[config.mk]
export PLATFORM = sky130hd
export DESIGN_NAME = multicycle_controller
export DESIGN_NICKNAME = d
export VERILOG_FILES = /design/src/rtl/multicycle_controller_pkg.sv /design/src/rtl/multicycle_controller_alu_controller.sv /design/src/rtl/multicycle_controller.sv
export SDC_FILE = /design/constraint.sdc
export NUM_CORES = 1
export LEC_CHECK = 0
export CAP_MARGIN = 5
export CORE_AREA = 5 5 42 44
export CTS_CLUSTER_DIAMETER = 50
export DETAILED_ROUTE_END_ITERATION = 8
export DIE_AREA = 0 0 47 49
export DONT_BUFFER_PORTS = 1
export GPL_TIMING_DRIVEN = 1
export PLACE_DENSITY = 0.7
export SLEW_MARGIN = 25
export SYNTH_ARGS = -nofsm -noshare
export SYNTH_HDL_FRONTEND = slang
export SYNTH_SLANG_ARGS = --single-unit
[constraint.sdc]
create_clock -name clk -period 2.8 [get_ports clk]
set_input_delay 0.14 -clock clk [delete_from_list [all_inputs] [get_ports clk]]
set_output_delay 0.14 -clock clk [all_outputs]
set_load 0.01 [all_outputs]
[src/rtl/multicycle_controller_pkg.sv]
// Shared encodings for the multicycle MIPS controller: opcodes, ALU op
// classes, ALU operation codes, FSM states and datapath mux selects.
package multicycle_controller_pkg;

  // Instruction opcodes (IR[31:26])
  localparam logic [5:0] OP_RTYPE = 6'b000000;
  localparam logic [5:0] OP_LW    = 6'b100011;
  localparam logic [5:0] OP_SW    = 6'b101011;
  localparam logic [5:0] OP_BEQ   = 6'b000100;
  localparam logic [5:0] OP_ADDI  = 6'b001001;
  localparam logic [5:0] OP_SLTI  = 6'b001010;
  localparam logic [5:0] OP_J     = 6'b000010;
  localparam logic [5:0] OP_JAL   = 6'b000011;
  localparam logic [5:0] OP_JR    = 6'b000110;

  // ALU op class handed to alu_controller
  localparam logic [1:0] ALU_OP_ADD  = 2'b00;
  localparam logic [1:0] ALU_OP_SUB  = 2'b01;
  localparam logic [1:0] ALU_OP_FUNC = 2'b10;
  localparam logic [1:0] ALU_OP_SLT  = 2'b11;

  // R-type function codes (IR[5:0])
  localparam logic [5:0] FUNC_ADD = 6'b100000;
  localparam logic [5:0] FUNC_SUB = 6'b100010;
  localparam logic [5:0] FUNC_AND = 6'b100100;
  localparam logic [5:0] FUNC_OR  = 6'b100101;
  localparam logic [5:0] FUNC_SLT = 6'b101010;

  // ALU operation codes driven to the ALU
  localparam logic [2:0] ALU_AND = 3'b000;
  localparam logic [2:0] ALU_OR  = 3'b001;
  localparam logic [2:0] ALU_ADD = 3'b010;
  localparam logic [2:0] ALU_SUB = 3'b110;
  localparam logic [2:0] ALU_SLT = 3'b111;

  // Controller states
  typedef enum logic [3:0] {
    S_FETCH     = 4'd0,
    S_DECODE    = 4'd1,
    S_MEM_ADDR  = 4'd2,
    S_MEM_RD    = 4'd3,
    S_LW_WB     = 4'd4,
    S_MEM_WR    = 4'd5,
    S_R_EXEC    = 4'd6,
    S_R_WB      = 4'd7,
    S_ADDI_EXEC = 4'd8,
    S_SLTI_EXEC = 4'd9,
    S_I_WB      = 4'd10,
    S_BRANCH    = 4'd11,
    S_JUMP      = 4'd12,
    S_JAL       = 4'd13,
    S_JR        = 4'd14
  } state_e;

  // Write register select
  localparam logic [1:0] REG_DST_RT = 2'b00;
  localparam logic [1:0] REG_DST_RD = 2'b01;
  localparam logic [1:0] REG_DST_RA = 2'b10;

  // Write data select
  localparam logic [1:0] MEM_TO_REG_ALU = 2'b00;
  localparam logic [1:0] MEM_TO_REG_MDR = 2'b01;
  localparam logic [1:0] MEM_TO_REG_PC  = 2'b10;

  // ALU B input select
  localparam logic [1:0] ALU_B_REG    = 2'b00;
  localparam logic [1:0] ALU_B_FOUR   = 2'b01;
  localparam logic [1:0] ALU_B_IMM    = 2'b10;
  localparam logic [1:0] ALU_B_IMM_SH = 2'b11;

  // Next PC select
  localparam logic [1:0] PC_SRC_ALU    = 2'b00;
  localparam logic [1:0] PC_SRC_ALUOUT = 2'b01;
  localparam logic [1:0] PC_SRC_JUMP   = 2'b10;
  localparam logic [1:0] PC_SRC_REG    = 2'b11;

endpackage

[src/rtl/multicycle_controller_alu_controller.sv]
// ALU operation decoder shared with the single-cycle control unit:
// fixed ops for add/sub/slt classes, function-field decode for R-type.
module alu_controller
  import multicycle_controller_pkg::*;
(
  input  logic [1:0] alu_op,
  input  logic [5:0] func,
  output logic [2:0] operation
);

  // Map ALU op class (and func for R-type) to the ALU operation code
  always_comb begin
    operation = ALU_ADD;
    case (alu_op)
      ALU_OP_ADD: operation = ALU_ADD;
      ALU_OP_SUB: operation = ALU_SUB;
      ALU_OP_SLT: operation = ALU_SLT;
      default: begin
        case (func)
          FUNC_ADD: operation = ALU_ADD;
          FUNC_SUB: operation = ALU_SUB;
          FUNC_AND: operation = ALU_AND;
          FUNC_OR:  operation = ALU_OR;
          FUNC_SLT: operation = ALU_SLT;
          default:  operation = ALU_ADD;
        endcase
      end
    endcase
  end

endmodule

[src/rtl/multicycle_controller.sv]
// Moore controller for the multicycle MIPS datapath. All enables and
// selects decode from the current state; pc_load also folds in zero for
// branches. While rst is high the outputs show FETCH with every write
// enable and instr_done held low.
module multicycle_controller
  import multicycle_controller_pkg::*;
(
  input  logic       clk,
  input  logic       rst,
  input  logic [5:0] opcode,
  input  logic [5:0] func,
  input  logic       zero,
  output logic       pc_load,
  output logic       iord,
  output logic       mem_read,
  output logic       mem_write,
  output logic       ir_write,
  output logic [1:0] reg_dst,
  output logic [1:0] mem_to_reg,
  output logic       reg_write,
  output logic       alu_src_a,
  output logic [1:0] alu_src_b,
  output logic [1:0] pc_src,
  output logic [2:0] operation,
  output logic       instr_done,
  output state_e     dbg_state_o
);

  state_e     state_q, state_d;
  state_e     out_state;
  logic [1:0] alu_op;
  logic       pc_write, pc_write_cond;
  logic       known_op;

  assign dbg_state_o = state_q;

  // opcode is only consulted from DECODE onward
  assign known_op = opcode inside {OP_RTYPE, OP_LW, OP_SW, OP_BEQ, OP_ADDI,
                                   OP_SLTI, OP_J, OP_JAL, OP_JR};

  // State register; reset abandons any instruction in flight
  always_ff @(posedge clk) begin
    if (rst) state_q <= S_FETCH;
    else     state_q <= state_d;
  end

  // Next-state and output decode
  always_comb begin
    state_d       = state_q;
    out_state     = rst ? S_FETCH : state_q;
    iord          = 1'b0;
    mem_read      = 1'b0;
    mem_write     = 1'b0;
    ir_write      = 1'b0;
    reg_dst       = REG_DST_RT;
    mem_to_reg    = MEM_TO_REG_ALU;
    reg_write     = 1'b0;
    alu_src_a     = 1'b0;
    alu_src_b     = ALU_B_REG;
    pc_src        = PC_SRC_ALU;
    alu_op        = ALU_OP_ADD;
    pc_write      = 1'b0;
    pc_write_cond = 1'b0;
    instr_done    = 1'b0;
    pc_load       = 1'b0;

    case (state_q)
      S_FETCH:  state_d = S_DECODE;
      S_DECODE: begin
        case (opcode)
          OP_LW, OP_SW: state_d = S_MEM_ADDR;
          OP_RTYPE:     state_d = S_R_EXEC;
          OP_BEQ:       state_d = S_BRANCH;
          OP_ADDI:      state_d = S_ADDI_EXEC;
          OP_SLTI:      state_d = S_SLTI_EXEC;
          OP_J:         state_d = S_JUMP;
          OP_JAL:       state_d = S_JAL;
          OP_JR:        state_d = S_JR;
          default:      state_d = S_FETCH;
        endcase
      end
      S_MEM_ADDR:  state_d = (opcode == OP_LW) ? S_MEM_RD : S_MEM_WR;
      S_MEM_RD:    state_d = S_LW_WB;
      S_R_EXEC:    state_d = S_R_WB;
      S_ADDI_EXEC: state_d = S_I_WB;
      S_SLTI_EXEC: state_d = S_I_WB;
      default:     state_d = S_FETCH;
    endcase

    case (out_state)
      S_FETCH: begin
        mem_read  = 1'b1;
        ir_write  = 1'b1;
        alu_src_b = ALU_B_FOUR;
        pc_write  = 1'b1;
      end
      S_DECODE: begin
        alu_src_b  = ALU_B_IMM_SH;
        instr_done = !known_op;
      end
      S_MEM_ADDR, S_ADDI_EXEC: begin
        alu_src_a = 1'b1;
        alu_src_b = ALU_B_IMM;
      end
      S_SLTI_EXEC: begin
        alu_src_a = 1'b1;
        alu_src_b = ALU_B_IMM;
        alu_op    = ALU_OP_SLT;
      end
      S_MEM_RD: begin
        iord     = 1'b1;
        mem_read = 1'b1;
      end
      S_LW_WB: begin
        mem_to_reg = MEM_TO_REG_MDR;
        reg_write  = 1'b1;
        instr_done = 1'b1;
      end
      S_MEM_WR: begin
        iord       = 1'b1;
        mem_write  = 1'b1;
        instr_done = 1'b1;
      end
      S_R_EXEC: begin
        alu_src_a = 1'b1;
        alu_op    = ALU_OP_FUNC;
      end
      S_R_WB: begin
        reg_dst    = REG_DST_RD;
        reg_write  = 1'b1;
        instr_done = 1'b1;
      end
      S_I_WB: begin
        reg_write  = 1'b1;
        instr_done = 1'b1;
      end
      S_BRANCH: begin
        alu_src_a     = 1'b1;
        alu_op        = ALU_OP_SUB;
        pc_src        = PC_SRC_ALUOUT;
        pc_write_cond = 1'b1;
        instr_done    = 1'b1;
      end
      S_JUMP: begin
        pc_src     = PC_SRC_JUMP;
        pc_write   = 1'b1;
        instr_done = 1'b1;
      end
      S_JAL: begin
        pc_src     = PC_SRC_JUMP;
        pc_write   = 1'b1;
        reg_dst    = REG_DST_RA;
        mem_to_reg = MEM_TO_REG_PC;
        reg_write  = 1'b1;
        instr_done = 1'b1;
      end
      S_JR: begin
        pc_src     = PC_SRC_REG;
        pc_write   = 1'b1;
        instr_done = 1'b1;
      end
      default: ;
    endcase

    pc_load = pc_write | (pc_write_cond & zero);

    if (rst) begin
      pc_load    = 1'b0;
      ir_write   = 1'b0;
      reg_write  = 1'b0;
      mem_write  = 1'b0;
      instr_done = 1'b0;
    end
  end

  alu_controller u_alu_controller (
    .alu_op    (alu_op),
    .func      (func),
    .operation (operation)
  );

endmodule

==> key figures <==
Detailed routing
  – Wire per inst: 15.3 microns
  – Detailed Route Iter0 Violations: 26
  – DRC viols: 0
  – ANT nets after route: 0
  – TritonRoute pass-1 iters: 4
  – Drt total wl: 1.82 mm
  – Vias/cell: 6.63
  – Vias: 789

STA
  – Max Clock Skew: 1.20 ps
  – Final Cycle Share: 0.754
  – Slew Limit Fails: 0
  – Endpoints failing hold: 0
  – RSZ-0062 raised after global routing: no
  – Final min period: 2110 ps
  – Highest achievable clock rate: 0.474 GHz
  – Post-Route Setup TNS: 0 ps
  – Worst-Margin Slew: 877 ps
  – Slew margin rel.: 0.415
  – # setup viols final: 0
  – Worst setup margin: 689 ps

Min path
  – Worst Hold Class: input port to flip-flop
  – Hold Crit Depth: 3
  – HP Start: opcode[5]
  – Endpoint, Worst Hold: dbg_state_o[2]$_SDFF_PP0_

Clock tree
  – Postcts setup bufs: 0
  – TritonCTS buffer count: 3
  – CTS tree: yes
  – Clk pin slew, worst setup/hold paths: 40 ps
  – Clk buf depth: 2
  – # H-tree levels: 1
  – CTS sink count: 4
  – Clock Latency Late Sink: 230 ps
  – Root buf cell: clkbuf_4

GRT
  – Met1 Use GR: 0.206
  – Gr busiest metal: met2
  – Vias in the first global route: 603
  – GR Layer Usage met2: 0.240
  – Grt total ovfl: 0
  – First-pass GRT wire length: 2.77 mm
  – Met3 usage: 0.0258
  – Tot GR Track Use: 0.156
  – Largest net degree at the start of global routing: 26
  – Initial antenna violation count: 0

Cells and area
  – Post-layout util: 0.529
  – Nets: 120
  – Area grow syn2layout: 1.54%
  – FILL cells: 148
  – Max FFs per register: 4
  – Share of layout cells above drive strength 1: 0.0874
  – ANT cells: 0

Floorplanning
  – Row cnt: 14
  – Initial core utilization: 0.521
  – Ports: 38
  – Die Y: 49 microns
  – Die width: 47 microns
  – Die area: 2300 sq um
  – Core ar.: 1400 sq um

Power
  – Switching Share: 0.317
  – Sw Pwr: 0.0000641 W
  – Total power: 0.000202 W
  – Maximum VDD drop: 0.204 mV
  – PwrDens: 273 nW/um^2
  – Pint: 0.000138 W
  – Sequential share of power: 0.348
  – Pleak: 0.228 nW
  – Clk pwr share: 0.338
  – Combinational Power Share: 0.314

Logic synthesis
  – Post-Syn Instances: 109
  – Most used flip-flop cell after synthesis: dfxtp_1
  – Post-synth EDFFs: 0
  – Syn nets: 124
  – Post-synthesis sequential element count: 4
  – Mean Syn Cell Area: 6.70 sq um
  – Sequential-to-total area share from yosys stat: 0.110
  – Synthesized area: 731 sq um
  – Synth async-reset ratio: 0
  – Synth cell types: 47
  – YS warnings: 0

Critical path
  – Worst path slowest cell: dfxtp_1
  – Worst r2r src: dbg_state_o[3]$_SDFF_PP0_
  – CP delay by family, top: flip-flops
  – CP max FO: 24
  – Req. time, crit path: 2660 ps
  – Critical Path, Cell by Cell: nand2_1 -> nor4_1 -> nand3_1 -> a21oi_1
  – CP Capture Type: output pin
  – Capturing point of the worst reg2reg path: dbg_state_o[2]$_SDFF_PP0_
  – Crit path DAT: 1970 ps
  – CP Buf/Inv Count: 0
  – Nature of the critical path startpoint: flip-flop
  – Cells on worst reg2reg path: 4
  – Critical path type: flip-flop to output pin
  – R2R Setup Slk: 1240 ps
  – CP peak stage delay: 850 ps

Placed design
  – DP Worst Slack: 940 ps
  – GPL Wtd Cong: 0.733
  – Port Buffer Count: 0
  – Post-DP HPWL: 1.31 mm

Outcome
  – Status: finished, final reports clean

Run
  – Max-cap violations: 0
==> cells in the mapped netlist, drive strengths merged, types with 2 or more instances <==
cell type	number	area (sq um)
nand3	4	20.0
o21ai	6	30.0
nor2b	3	18.8
nor3	7	35.0
or3	3	18.8
a21oi	9	45.0
nand3b	4	30.0
nand2b	5	31.3
clkbuf	4	16.3
o41ai	2	17.5
xnor2	2	17.5
nand2	6	22.5
nor4	2	27.5
buf	8	40.0
nor2	12	45.0
nor3b	2	15.0
dfxtp	4	80.1
nand4b	2	17.5
==> what timing repair did <==
action                    CTS  global route
resized for setup           0             0
hold endpoints to repair    1             0
hold buffers                1             0
==> routing by layer <==
metal	vias to the layer above	routed length [microns]
met5	-	0
met2	28	835
met3	2	169
met1	359	795
li1	400	-
met4	0	16
==> stage by stage <==
| step | hold WS (ps) | cell area (sq um) | std cells |
|---|---|---|---|
| finish | 120 | 742 | 119 |
| global route | 130 | 742 | 119 |
| detailed placement | 213 | 709 | 115 |
| CTS | 113 | 742 | 119 |
| global placement | 212 | 709 | 115 |
| floorplan | 336 | 731 | 109 |
==> cell type report <==
cell class / count / area (sq um) / area share
multi-input combinational: 92 / 591 / 0.796
tap: 16 / 20.0 / 0.0270
sequential: 4 / 80.1 / 0.108
inverter: 1 / 3.75 / 0.00506
clock buffer: 3 / 22.5 / 0.0304
timing repair buffer: 3 / 25.0 / 0.0337
==> cells in the final DEF, fill, tap and decap left out, types with 2 or more instances in the layout <==
master,n
o41ai_1,2
nand4b_1,2
clkbuf_4,3
nor3_1,7
nor2b_1,3
nand2_1,6
nor3b_1,2
or3_1,3
o21ai_1,2
nand2b_1,5
buf_4,2
dfxtp_1,4
nand3b_1,4
nand3_1,4
nor2_1,12
a21oi_1,9
o21ai_0,4
xnor2_1,2
==> power by group through the flow <==
stage	clock network, W	registers, W	logic, W
floorplan	0	0.0000649	0.0000641
global placement	0	0.0000709	0.0000621
detailed placement	0	0.0000712	0.0000625
CTS	0.0000714	0.0000702	0.0000641
global route	0.0000767	0.0000713	0.0000717
finish	0.0000684	0.0000705	0.0000636
==> logic make-up after synthesis <==
logic type | synth area share
DFF | 0.110
buffers and inverters | 0.0822
and+or+nand+nor | 0.464
AOI/OAI and AO/OA | 0.320
xor gates and xnor gates | 0.0240
==> worst reg2reg max path: stages, from the launching register on <==
cell and delay (ps):
dfxtp_1 880, nand2b_1 250, a21oi_1 50, a21bo_2 210, a21oi_1 50
==> worst max-delay path by stage <==
stage	from	endpoint	slack (ps)	depth (start not counted)
5_1_grt	dbg_state_o[2]$_SDFF_PP0_	operation[2]	520	4
6_report	dbg_state_o[2]$_SDFF_PP0_	operation[2]	690	4
2_1_floorplan	dbg_state_o[1]$_SDFF_PP0_	iord	1310	4
3_3_place_gp	dbg_state_o[2]$_SDFF_PP0_	operation[2]	990	4
4_1_cts	dbg_state_o[2]$_SDFF_PP0_	operation[2]	690	4
3_5_place_dp	dbg_state_o[2]$_SDFF_PP0_	operation[2]	940	4
Power figures use the tool's default switching activity.
